===== src/rtl/stream_accumulator.sv =====
// rtl/stream_accumulator.sv - packet sum/term-count accumulator on valid/ready streams (option: ACC_SIGNED_EN)
module stream_accumulator #(
    parameter int DATA_W  = 8,
    parameter int COUNT_W = 4,
    parameter int ACC_W   = DATA_W + COUNT_W
) (
    input  logic               clk,
    input  logic               rst_n,
    input  logic               in_valid,
    output logic               in_ready,
    input  logic [DATA_W-1:0]  in_data,
    input  logic               in_last,
    output logic               out_valid,
    input  logic               out_ready,
    output logic [ACC_W-1:0]   out_sum,
    output logic [COUNT_W:0]   out_count
);

    typedef enum logic [1:0] {
        IDLE  = 2'd0,
        ACCUM = 2'd1,
        HOLD  = 2'd2
    } state_t;

    localparam logic [COUNT_W:0] MAX_TERMS = (COUNT_W + 1)'(1) << COUNT_W;
    localparam logic [COUNT_W:0] ONE       = (COUNT_W + 1)'(1);

    state_t             state_q, state_d;
    logic [ACC_W-1:0]   acc_q, acc_d;
    logic [COUNT_W:0]   count_q, count_d;
    logic [ACC_W-1:0]   out_sum_q, out_sum_d;
    logic [COUNT_W:0]   out_count_q, out_count_d;

    logic [ACC_W-1:0]   ext_data;
    logic [ACC_W-1:0]   sum_next;
    logic [COUNT_W:0]   count_next;
    logic               beat;

    // Widen the operand to accumulator width (sign- or zero-extension by build)
    always_comb begin
`ifdef ACC_SIGNED_EN
        ext_data = ACC_W'($signed(in_data));
`else
        ext_data = ACC_W'(in_data);
`endif
    end

    assign in_ready  = (state_q != HOLD);
    assign out_valid = (state_q == HOLD);
    assign out_sum   = out_sum_q;
    assign out_count = out_count_q;
    assign beat      = in_valid && in_ready;

    // Next-state logic: start/extend the packet on a beat, close on last or full, release on out_ready
    always_comb begin
        state_d     = state_q;
        acc_d       = acc_q;
        count_d     = count_q;
        out_sum_d   = out_sum_q;
        out_count_d = out_count_q;
        sum_next    = (state_q == IDLE) ? ext_data : (acc_q + ext_data);
        count_next  = (state_q == IDLE) ? ONE : (count_q + ONE);

        case (state_q)
            IDLE, ACCUM: begin
                if (beat) begin
                    acc_d   = sum_next;
                    count_d = count_next;
                    if (in_last || (count_next == MAX_TERMS)) begin
                        state_d     = HOLD;
                        out_sum_d   = sum_next;
                        out_count_d = count_next;
                    end else begin
                        state_d = ACCUM;
                    end
                end
            end
            HOLD: begin
                if (out_ready) begin
                    state_d = IDLE;
                    acc_d   = '0;
                    count_d = '0;
                end
            end
            default: begin
                state_d = IDLE;
                acc_d   = '0;
                count_d = '0;
            end
        endcase
    end

    // State and datapath registers; reset drops any partial packet
    always_ff @(posedge clk or negedge rst_n) begin
        if (!rst_n) begin
            state_q     <= IDLE;
            acc_q       <= '0;
            count_q     <= '0;
            out_sum_q   <= '0;
            out_count_q <= '0;
        end else begin
            state_q     <= state_d;
            acc_q       <= acc_d;
            count_q     <= count_d;
            out_sum_q   <= out_sum_d;
            out_count_q <= out_count_d;
        end
    end

endmodule


===== config.mk =====
export PLATFORM = sky130hd
export DESIGN_NAME = stream_accumulator
export DESIGN_NICKNAME = d
export VERILOG_FILES = /design/src/rtl/stream_accumulator.sv
export SDC_FILE = /design/constraint.sdc
export NUM_CORES = 1
export LEC_CHECK = 0
export CAP_MARGIN = 20
export CELL_PAD_IN_SITES_DETAIL_PLACEMENT = 1
export CELL_PAD_IN_SITES_GLOBAL_PLACEMENT = 2
export CORE_MARGIN = 2
export CORE_UTILIZATION = 38
export CTS_BUF_LIST = sky130_fd_sc_hd__clkbuf_8
export CTS_CLUSTER_SIZE = 14
export DETAILED_ROUTE_END_ITERATION = 8
export PLACE_DENSITY = 0.95
export SETUP_SLACK_MARGIN = 0.15
export SLEW_MARGIN = 25
export SYNTH_ARGS = -nofsm -noshare
export SYNTH_HDL_FRONTEND = slang
export SYNTH_SLANG_ARGS = --single-unit

===== constraint.sdc =====
create_clock -name clk -period 6 [get_ports clk]
set_input_delay 0.6 -clock clk [delete_from_list [all_inputs] [get_ports clk]]
set_output_delay 0.6 -clock clk [all_outputs]
set_load 0.02 [all_outputs]

==> key figures <==
Logic synthesis
  • Cell variety after synth: 41
  • Mapped Avg Cell Area: 10.36 um2
  • Post-synthesis mux area share: under 10%
  • Adder-Cell Fraction of Synth Area: 6.633%
  • Top post-synthesis cells by count: dfrtp_1, o21ai_0, nand2_1
  • Synthesis-stage register bit count: 36
  • Yosys top cell by area: dfrtp_1
  • Async SR Flop Fraction: 100.0%
  • Top-area cell type share of the netlist area: 45.06%
  • Synth Net Count: between 200 and 250
  • Most used standard cell by instance count after synthesis: dfrtp_1
  • Mapped Cells: 193
  • XOR/XNOR share of the synthesized area: 4.380%
  • Compound-gate portion of the synthesized area: about 25%
  • Main synth FF type: dfrtp_1
  • Warnings from Yosys: 0
  • Synth Area in Simple Gates: 9.011%
  • Cells taking the most area after synthesis: dfrtp_1, o21ai_0, ha_1
  • Post-synth EDFFs: 0
  • Sequential fraction of the synthesis area: 45.06%
  • Synthesized area: 0.001999 mm2
  • Largest family of logic cells by synthesized area: compound AO/OA/AOI/OAI gates

GRT
  • Largest net degree at the start of global routing: 37
  • Number of global-route vias before repair: 1,700
  • First-pass GRT wire length: 8.307 mm
  • Total GRT Usage: approximately 18%
  • Initial antenna violation count: 0
  • Grt ovf: 0

STA
  • Worst Max-Slew Pin Slew: 0.7478 ns
  • Clock period minus final worst setup slack: between 2 and 3 ns
  • RSZ-0062 raised after global routing: false
  • Final setup TNS: 0 ns
  • Fmax achieved: 384.5 MHz
  • Slew margin rel.: 49.99%
  • Fin crit share: a little over two fifths
  • Hold Fails Final Rpt: 0
  • Worst Skew: 0.008492 ns
  • Final slew viol count: 0
  • Setup Viol. Count Final: 0

Clock tree
  • Clk slew on worst S/H paths: 0.08 ns
  • Clk_lat worst skew: approximately 0.30 ns
  • Sink Count: 36
  • CTS max path bufs: 2
  • TritonCTS clock tree: done
  • Number of setup buffers added after CTS: 0
  • CTS resizes: 0
  • Num CTS Buffers: 5
  • Root Buffer: clkbuf_8
  • H-tree depth: 2
  • Hold bufs inserted after CTS: 0

Routing
  • DR pass1 iterations: 4
  • Vias: 1,592
  • DRC: 0
  • WL/cell: 16.24 um
  • DR iter-0 viols: 32
  • ANT nets after route: 0
  • WL final: roughly 4.8 mm
  • Via-to-Cell Ratio: 5.360

Power
  • Cell Pwr Density: 349.6 mW/mm2
  • Worst vdd ir: 0.1524 mV
  • Lkg Pwr: 1.058 nW
  • Final Total Pwr: 0.0008599 W

Cells and area
  • P&R area growth vs syn: 23.03%
  • Final #Nets: 249
  • Layout fillers: 595
  • Share of cells above drive strength 1: 11.89%
  • Ant diodes: 0

Floorplanning
  • Num rows: 26
  • Core Region: 0.005107 mm2
  • Initial core utilization: 39.15%
  • Die X: between 70 and 80 um
  • Ports: 32
  • Die area: a little under 0.006 mm2
  • Die Span Y: 76.54 um

Worst setup path
  • RR Startpoint: count_q[0]
  • Cell chain of the critical path: clkdlybuf4s50_1, ha_1, fa_1, a21o_1, a221oi_2, o21ai_1, o2bb2ai_1, a22o_1
  • Critical path peak fanout: 4
  • Buf/Inv on CP: 1
  • Startpoint types: input port
  • Top cell family by delay on the critical path: compound AO/OA/AOI/OAI gates
  • Crit Path Class: input port to flip-flop
  • CP peak stage delay: ~0.44 ns
  • Worst path arrival time: 2.80 ns
  • Crit end category: flip-flop
  • Required @ worst endpoint: 6.19 ns
  • CP max-delay cell: clkdlybuf4s50_1
  • Worst Setup SP: in_data[0]

Outcome
  • Status: finished, final reports clean

Worst hold path
  • Hold wc startpoint: acc_q[6]
  • Worst Hold Class: flip-flop to flip-flop

Placement
  • PortBufs: 31
  • Final HPWL DP: 3.483 mm
  • RePlAce Congestion: 0.7832

Job
  • Max-Cap Viols: 0
-- routing by layer --
layer | global-route usage, % | vias up | routed length [um]
met5 | 0 | - | 0
met4 | 5.455 | 0 | 75
met3 | 4.739 | 8 | 186
met2 | 30.27 | 29 | 2284
met1 | 22.05 | 781 | 2276
li1 | - | 774 | -
-- worst paths after layout --
| path | cells past startpoint | to | slack (ns) |
|---|---|---|---|
| max | 8 | out_sum[10] | 3.40 |
| min | 2 | acc_q[6] | 0.50 |
| max reg2reg | 6 | out_count[2] | 3.76 |
| min reg2reg | 2 | acc_q[6] | 0.50 |
| max in group asynchronous | 2 | out_sum[6] | 4.93 |
| min in group asynchronous | 2 | acc_q[0] | 0.72 |
-- state kept, by name (all words and copies together), names as in the netlist --
signal and cells:
out_count 5, state_q 2, out_sum 12, acc_q 12, count_q 5
-- metrics by stage --
stage          area, um2  utilization, %  hold WS, ns  setup slack [ns]  cells
6_report            2460           48.16       0.4966             3.399    297
5_1_grt             2460           48.16       0.5336             3.300    297
4_1_cts             2460           48.16       0.5061             3.402    297
3_5_place_dp        2372           46.45       0.4887             3.096    289
3_3_place_gp        2372           46.45       0.4742             3.169    289
2_1_floorplan       1999               -       0.3044             3.719    193
-- cell type report --
cell class | count | area [um2] | share of cell area [%]
clock inverter | 3 | 18.77 | 0.7630
clock buffer | 5 | 68.82 | 2.798
tap | 70 | 87.58 | 3.561
inverter | 5 | 18.77 | 0.7630
sequential | 36 | 900.9 | 36.62
timing repair buffer | 34 | 332.8 | 13.53
multi-input combinational | 144 | 1032 | 41.96
-- logic make-up (layout without fill, tap and decap cells) --
kind of cell | after synthesis | count (layout)
AO/OA/AOI/OAI | 75 | 75
AND/OR/NAND/NOR | 37 | 37
flip-flops | 36 | 36
buffers and inverters | 13 | 47
multiplexers | 12 | 12
adder cells (fa/ha/maj) | 10 | 10
XOR/XNOR | 10 | 10
-- where the power goes --
| part | internal (W) | switching [W] | total [W] |
|---|---|---|---|
| sequential | 0.000294 | 0.0000343 | 0.000329 |
| combinational | 0.000161 | 0.000193 | 0.000354 |
| clock | 0.0000810 | 0.0000960 | 0.000177 |
-- worst register-to-register path: stages (launching register included) --
cell and delay (ns):
dfrtp_1 0.42, ha_1 0.26, xor2_1 0.22, nor3_1 0.09
a31oi_2 0.65, nand2b_4 0.36, o21ai_0 0.12
-- placed cells by master, fill, tap and decap left out, drive strengths merged --
master         count
clkdlybuf4s50     31
o31ai              3
mux2i              5
a21oi             10
o311ai             1
o211ai             1
clkbuf             5
buf                3
o2bb2ai            1
a22o              12
nor3               3
and3               1
fa                 1
a221oi             1
xor2               4
mux2               7
inv                5
nor2               9
nor2b              1
nand2b             3
o21bai             3
o2111ai            1
dfrtp             36
nand3              4
a21o               3
nand2             16
o22ai              3
ha                 9
o21ai             33
o21a               1
xnor2              6
a2111oi            1
clkinv             3
a31oi              1
No activity file was read; power rests on OpenSTA's default activity.
